==> src/rtl/haar_cascade_controller.sv <==
// Sequences the Haar cascade for one detection window: streams stage parameters from ROM,
// starts each stage, samples its verdict and reports face/reject. Optional stats: CASCADE_STATS_EN.
module haar_cascade_controller #(
  parameter int DATA_WIDTH_8             = 8,
  parameter int DATA_WIDTH_12            = 12,
  parameter int DATA_WIDTH_16            = 16,
  parameter int NUM_PARAM_PER_CLASSIFIER = 18,
  parameter int NUM_CLASSIFIERS          = 10,
  parameter int NUM_STAGE_THRESHOLD      = 1,
  parameter int NUM_STAGES               = 25,
  parameter int STAGE_LATENCY            = 4
) (
  input  logic                     clk_fpga,
  input  logic                     reset,
  input  logic                     i_window_valid,
  output logic                     o_window_ready,
  input  logic [DATA_WIDTH_12-1:0] i_window_x,
  input  logic [DATA_WIDTH_12-1:0] i_window_y,
  output logic                     o_rom_rd,
  output logic [DATA_WIDTH_16-1:0] o_rom_addr,
  input  logic [DATA_WIDTH_8-1:0]  i_rom_data,
  output logic                     o_param_wr,
  output logic [DATA_WIDTH_12-1:0] o_param_index,
  output logic [DATA_WIDTH_8-1:0]  o_param_data,
  output logic                     o_stage_start,
  input  logic                     i_iscandidate,
  output logic                     o_face_valid,
  output logic                     o_reject_valid,
  output logic [DATA_WIDTH_12-1:0] o_result_x,
  output logic [DATA_WIDTH_12-1:0] o_result_y,
  output logic [DATA_WIDTH_12-1:0] o_stage_index,
  output logic [DATA_WIDTH_16-1:0] o_window_count,
  output logic [DATA_WIDTH_16-1:0] o_face_count
);

  localparam int WORDS = NUM_CLASSIFIERS * NUM_PARAM_PER_CLASSIFIER + NUM_STAGE_THRESHOLD;
  localparam logic [DATA_WIDTH_16-1:0] WORDS_A    = DATA_WIDTH_16'(WORDS);
  localparam logic [DATA_WIDTH_12-1:0] WORDS_C    = DATA_WIDTH_12'(WORDS);
  localparam logic [DATA_WIDTH_12-1:0] LAST_STAGE = DATA_WIDTH_12'(NUM_STAGES - 1);
  localparam logic [DATA_WIDTH_12-1:0] LATENCY    = DATA_WIDTH_12'(STAGE_LATENCY);
  localparam logic [DATA_WIDTH_12-1:0] ONE        = DATA_WIDTH_12'(1);

  typedef enum logic [2:0] {IDLE, LOAD, EVAL, WAIT, REPORT} state_t;

  state_t                     state, state_nxt;
  logic [DATA_WIDTH_12-1:0]   cnt;
  logic [DATA_WIDTH_12-1:0]   wait_cnt;
  logic [DATA_WIDTH_12-1:0]   stage;
  logic [DATA_WIDTH_16-1:0]   base;
  logic                       is_face;
  logic [DATA_WIDTH_12-1:0]   win_x, win_y;
  logic                       last_sample;

  assign last_sample = (wait_cnt == ONE);

  // Window coordinates are pure data: captured on accept, no reset needed.
  always_ff @(posedge clk_fpga) begin
    if (state == IDLE && i_window_valid) begin
      win_x <= i_window_x;
      win_y <= i_window_y;
    end
  end

  always_ff @(posedge clk_fpga) begin
    if (reset) begin
      state         <= IDLE;
      cnt           <= '0;
      wait_cnt      <= '0;
      stage         <= '0;
      base          <= '0;
      is_face       <= 1'b0;
      o_result_x    <= '0;
      o_result_y    <= '0;
      o_stage_index <= '0;
    end else begin
      state <= state_nxt;
      case (state)
        IDLE: if (i_window_valid) begin
          stage <= '0;
          base  <= '0;
          cnt   <= '0;
        end
        LOAD: cnt <= cnt + ONE;
        EVAL: begin
          wait_cnt <= LATENCY;
          cnt      <= '0;
        end
        WAIT: begin
          wait_cnt <= wait_cnt - ONE;
          if (last_sample) begin
            if (!i_iscandidate || stage == LAST_STAGE) begin
              is_face       <= i_iscandidate;
              o_result_x    <= win_x;
              o_result_y    <= win_y;
              o_stage_index <= stage;
            end else begin
              stage <= stage + ONE;
              base  <= base + WORDS_A;
            end
          end
        end
        default: ;
      endcase
    end
  end

  // LOAD runs WORDS+1 cycles: read k in cycle k, write k in cycle k+1.
  always_comb begin
    state_nxt      = state;
    o_window_ready = 1'b0;
    o_rom_rd       = 1'b0;
    o_rom_addr     = '0;
    o_param_wr     = 1'b0;
    o_param_index  = '0;
    o_param_data   = '0;
    o_stage_start  = 1'b0;
    o_face_valid   = 1'b0;
    o_reject_valid = 1'b0;
    case (state)
      IDLE: begin
        o_window_ready = 1'b1;
        if (i_window_valid) state_nxt = LOAD;
      end
      LOAD: begin
        if (cnt < WORDS_C) begin
          o_rom_rd   = 1'b1;
          o_rom_addr = base + DATA_WIDTH_16'(cnt);
        end
        if (cnt != '0) begin
          o_param_wr    = 1'b1;
          o_param_index = cnt - ONE;
          o_param_data  = i_rom_data;
        end
        if (cnt == WORDS_C) state_nxt = EVAL;
      end
      EVAL: begin
        o_stage_start = 1'b1;
        state_nxt     = WAIT;
      end
      WAIT: begin
        if (last_sample)
          state_nxt = (!i_iscandidate || stage == LAST_STAGE) ? REPORT : LOAD;
      end
      REPORT: begin
        o_face_valid   = is_face;
        o_reject_valid = !is_face;
        state_nxt      = IDLE;
      end
      default: state_nxt = IDLE;
    endcase
  end

`ifdef CASCADE_STATS_EN
  logic [DATA_WIDTH_16-1:0] window_count, face_count;

  always_ff @(posedge clk_fpga) begin
    if (reset) begin
      window_count <= '0;
      face_count   <= '0;
    end else if (state == REPORT) begin
      if (window_count != '1) window_count <= window_count + DATA_WIDTH_16'(1);
      if (is_face && face_count != '1) face_count <= face_count + DATA_WIDTH_16'(1);
    end
  end

  assign o_window_count = window_count;
  assign o_face_count   = face_count;
`else
  assign o_window_count = '0;
  assign o_face_count   = '0;
`endif

endmodule

==> config.mk <==
export PLATFORM = sky130hd
export DESIGN_NAME = haar_cascade_controller
export DESIGN_NICKNAME = d
export VERILOG_FILES = /design/src/rtl/haar_cascade_controller.sv
export SDC_FILE = /design/constraint.sdc
export NUM_CORES = 1
export LEC_CHECK = 0
export CAP_MARGIN = 20
export CORE_ASPECT_RATIO = 1.4
export CORE_MARGIN = 5
export CORE_UTILIZATION = 45
export CTS_BUF_LIST = sky130_fd_sc_hd__clkbuf_16
export DETAILED_ROUTE_END_ITERATION = 8
export PLACE_DENSITY = 0.85
export SETUP_SLACK_MARGIN = 0.15
export SKIP_LAST_GASP = 1
export SLEW_MARGIN = 20
export SYNTH_ARGS = -nofsm -noshare
export SYNTH_HDL_FRONTEND = slang
export SYNTH_SLANG_ARGS = --single-unit
==> constraint.sdc <==
create_clock -name clk_fpga -period 3.5 [get_ports clk_fpga]
set_input_delay 0.35 -clock clk_fpga [delete_from_list [all_inputs] [get_ports clk_fpga]]
set_output_delay 0.35 -clock clk_fpga [all_outputs]
set_load 0.05 [all_outputs]
==> key figures <==
Floorplanning
  – I/O Pins: 146
  – Core Area: ~13000 µm²
  – Die footprint: roughly 16000 µm²
  – Die width: approximately 110 µm
  – Starting density of the core: 46.1%
  – Die Y: 146 µm
  – Num rows: a little under 50

Clock network
  – Worst-path clk slew: roughly 0.06 ns
  – Root buffer cell: clkbuf_16
  – CTS sink cnt: 116
  – Maximum clock path buffer count: 2
  – H-tree levels: 4
  – Hold buffers post-CTS: 0
  – Clock latency on the worst-skew pair: 0.41 ns
  – TritonCTS clock tree: yes
  – CTS Buf Count: 17

Layout
  – Fillers: 1049
  – Sequential Area: 2560 µm²
  – Layout cell share with drive strength beyond 1: 7.33%
  – Commonest non-fill, non-tap cells in the layout: 112 x nand2_1, 91 x dfxtp_1, 90 x clkdlybuf4s50_1
  – Final core occ: 59.5%
  – N_diodes: 0
  – Commonest non-fill, non-tap cell in the layout: nand2_1
  – Non-filler instance count after layout: 972
  – Nets: 863
  – Layout area overhead: 29.1%
  – Area of the multi-input gates: 3060 µm²

Placed design
  – DP HPWL: 9890 µm
  – # placed instances: 940
  – Number of port buffers: between 100 and 150
  – GP Congestion: between 0.9 and 1
  – Place WS: 0.509 ns

Global routing
  – First-pass GRT wire length: 23000 µm
  – Met2 usage: between 30% and 40%
  – Initial antenna violation count: 0
  – Gr busiest metal: met2
  – Grt ovf: 0
  – GR Util met1: 20.1%
  – Vias in the first global route: 4935
  – Pin count of the biggest net entering global routing: 39
  – Routing usage on met3: 4.13%
  – GRT Util Overall: 18.0%

Routing
  – DRT Pass-1 Iters: 4
  – Via count: 5079
  – DR WL/cell: 14.4 µm
  – Final wirelength: 14000 µm
  – ANT nets after route: 0
  – First DRT Iteration DRCs: ~250
  – # DRC: 0
  – Detail-routed via count per cell: 5.23

STA
  – Slew HR: 44.8%
  – Fin. Hold Viols: 0
  – Layout Skew: 0.0191 ns
  – # setup viols final: 0
  – Max Slew Vio Count: 0
  – Worst Tran Pin Value: about 0.83 ns
  – RSZ-0062 raised after global routing: false
  – Fin worst setup slack: 0.319 ns
  – Min Clock Period, post-route: ~3.2 ns
  – Total negative setup slack: 0 ns
  – Max Freq: ~0.31 GHz
  – Final period utilization: 90.9%

Setup path
  – Worst path bufs/invs: 1
  – Critical path's top delay family: simple AND/OR/NAND/NOR gates
  – Crit-path most repeated cell: nand2_1
  – Worst path cell trace: nor3_1 > nand2_1 > nor4_2 > nand2_1 > xor2_1 > nor2_1 > clkdlybuf4s50_1
  – Critical path class: flip-flop to output port
  – Kind of start point of the critical path: flip-flop
  – Worst Path Arrival: 2.83 ns
  – Slowest cell delay on critical path: 0.83 ns
  – CP Capture Type: output port
  – Data required, critical path: 3.15 ns
  – Slowest CP cell: clkdlybuf4s50_1
  – Critical path fanouts, max: 12

Run status
  – Status: finished, final reports clean

Synth
  – Main synth FF type: dfxtp_1
  – Yosys warnings: 0
  – #FFs+latches synth: 116
  – Post-synth top area share: 31.1%
  – Post-synthesis cell count: 702
  – Register area share after synthesis: 43.2%
  – Mapped Avg Cell Area: 8.45 µm²
  – Top cells by area, synth: dfxtp_1 31%, edfxtp_1 12%, nand2_1 7.1%
  – Synthesized cell area: slightly below 6000 µm²
  – Netlist cell types: between 50 and 60
  – FFs w/ async S/R, synth: 0%
  – Number of flops mapped to enable cells by yosys: 24
  – Yosys top cell by area: dfxtp_1

Pwr
  – Leak: 3.04 nW
  – Power Total: 0.00340 W
  – Worst VDD drop: ~0.24 mV
  – Pwr Density: 444 nW/µm²

Job
  – Max Cap Violations: 0

Min path
  – HP Class: flip-flop to flip-flop
metal layers:
layer | vias to the layer above | routed length [µm] | share of wire (%)
met5 | - | 0 | 0
met2 | 165 | 7340 | 52
li1 | 2543 | - | -
met4 | 0 | 357 | 2.5
met3 | 24 | 684 | 4.9
met1 | 2347 | 5660 | 40
report_power, final:
group          internal, W  switching, W  leakage [nW]
Clock             0.000993      0.000647         0.276
Combinational     0.000110      0.000235          1.79
Sequential         0.00139     0.0000237         0.971
registers in the layout (all words and copies together) (netlist names):
| name | flops |
|---|---|
| win_x | 12 |
| o_result_y | 12 |
| is_face | 1 |
| stage | 12 |
| win_y | 12 |
| cnt | 12 |
| o_result_x | 12 |
| base | 16 |
| state | 3 |
| o_stage_index | 12 |
| wait_cnt | 12 |
worst min-delay path, delay by kind of cell, from the launching register on:
kind               cells  cell delay, ns
AOI/OAI and AO/OA      1            0.05
and+or+nand+nor        1            0.05
DFF                    1            0.31
per-stage QoR:
step                area [µm²]  hold slack [ns]
floorplan                 6050            0.441
global placement          7050            0.437
detailed placement        7050            0.442
CTS                       7630            0.450
global route              7660            0.464
finish                    7660            0.447
synth_stat cells, types with 3 or more instances:
| cell | number |
|---|---|
| o21ai_0 | 16 |
| clkbuf_1 | 21 |
| nor4b_1 | 3 |
| edfxtp_1 | 24 |
| a21o_1 | 5 |
| o21a_1 | 4 |
| nor4_1 | 10 |
| or3_1 | 9 |
| nand2_1 | 112 |
| buf_1 | 5 |
| nor3_1 | 27 |
| dfxtp_1 | 92 |
| nand4_1 | 11 |
| a211oi_1 | 3 |
| nor2b_1 | 6 |
| a21boi_0 | 4 |
| buf_4 | 32 |
| ha_1 | 20 |
| and3_1 | 6 |
| buf_2 | 8 |
| nand2b_1 | 3 |
| a21oi_1 | 63 |
| xor2_1 | 17 |
| xnor2_1 | 39 |
| nor2_1 | 82 |
| inv_1 | 14 |
| nand3_1 | 15 |
| and2_1 | 15 |
cell type report:
type | instances | area share, %
Clock inverter | 15 | 1.91
Sequential cell | 116 | 33.5
Multi-Input combinational cell | 536 | 39.9
Inverter | 14 | 0.686
Timing Repair Buffer | 121 | 16.0
Tap cell | 153 | 2.50
Clock buffer | 17 | 5.56
kinds of logic (layout without fill, tap and decap cells):
group	after synthesis	after routing	share of synthesized area (%)
AO/OA/AOI/OAI	110	110	10.7
XOR/XNOR	56	56	8.27
buffers and inverters	81	167	7.45
flip-flops	116	116	43.2
AND/OR/NAND/NOR	316	316	25.6
multiplexers	1	1	0.169
other	1	32	0.0632
adder cells (fa/ha/maj)	21	21	4.56
timing repair:
| action | in CTS | in global routing |
|---|---|---|
| buffers inserted | 0 | 0 |
| endpoints found under the setup margin | 16 | 17 |
| resized for setup | 7 | 19 |
worst paths after layout:
path         depth (start not counted)           start                 to  slack [ns]
max                                  7          cnt[2]  o_param_index[10]        0.32
min                                  2  o_result_y[10]     o_result_y[10]        0.45
max reg2reg                          7     wait_cnt[0]           base[15]        1.03
min reg2reg                          2  o_result_y[10]     o_result_y[10]        0.45
Note: power is estimated with default switching activity, not from simulation.
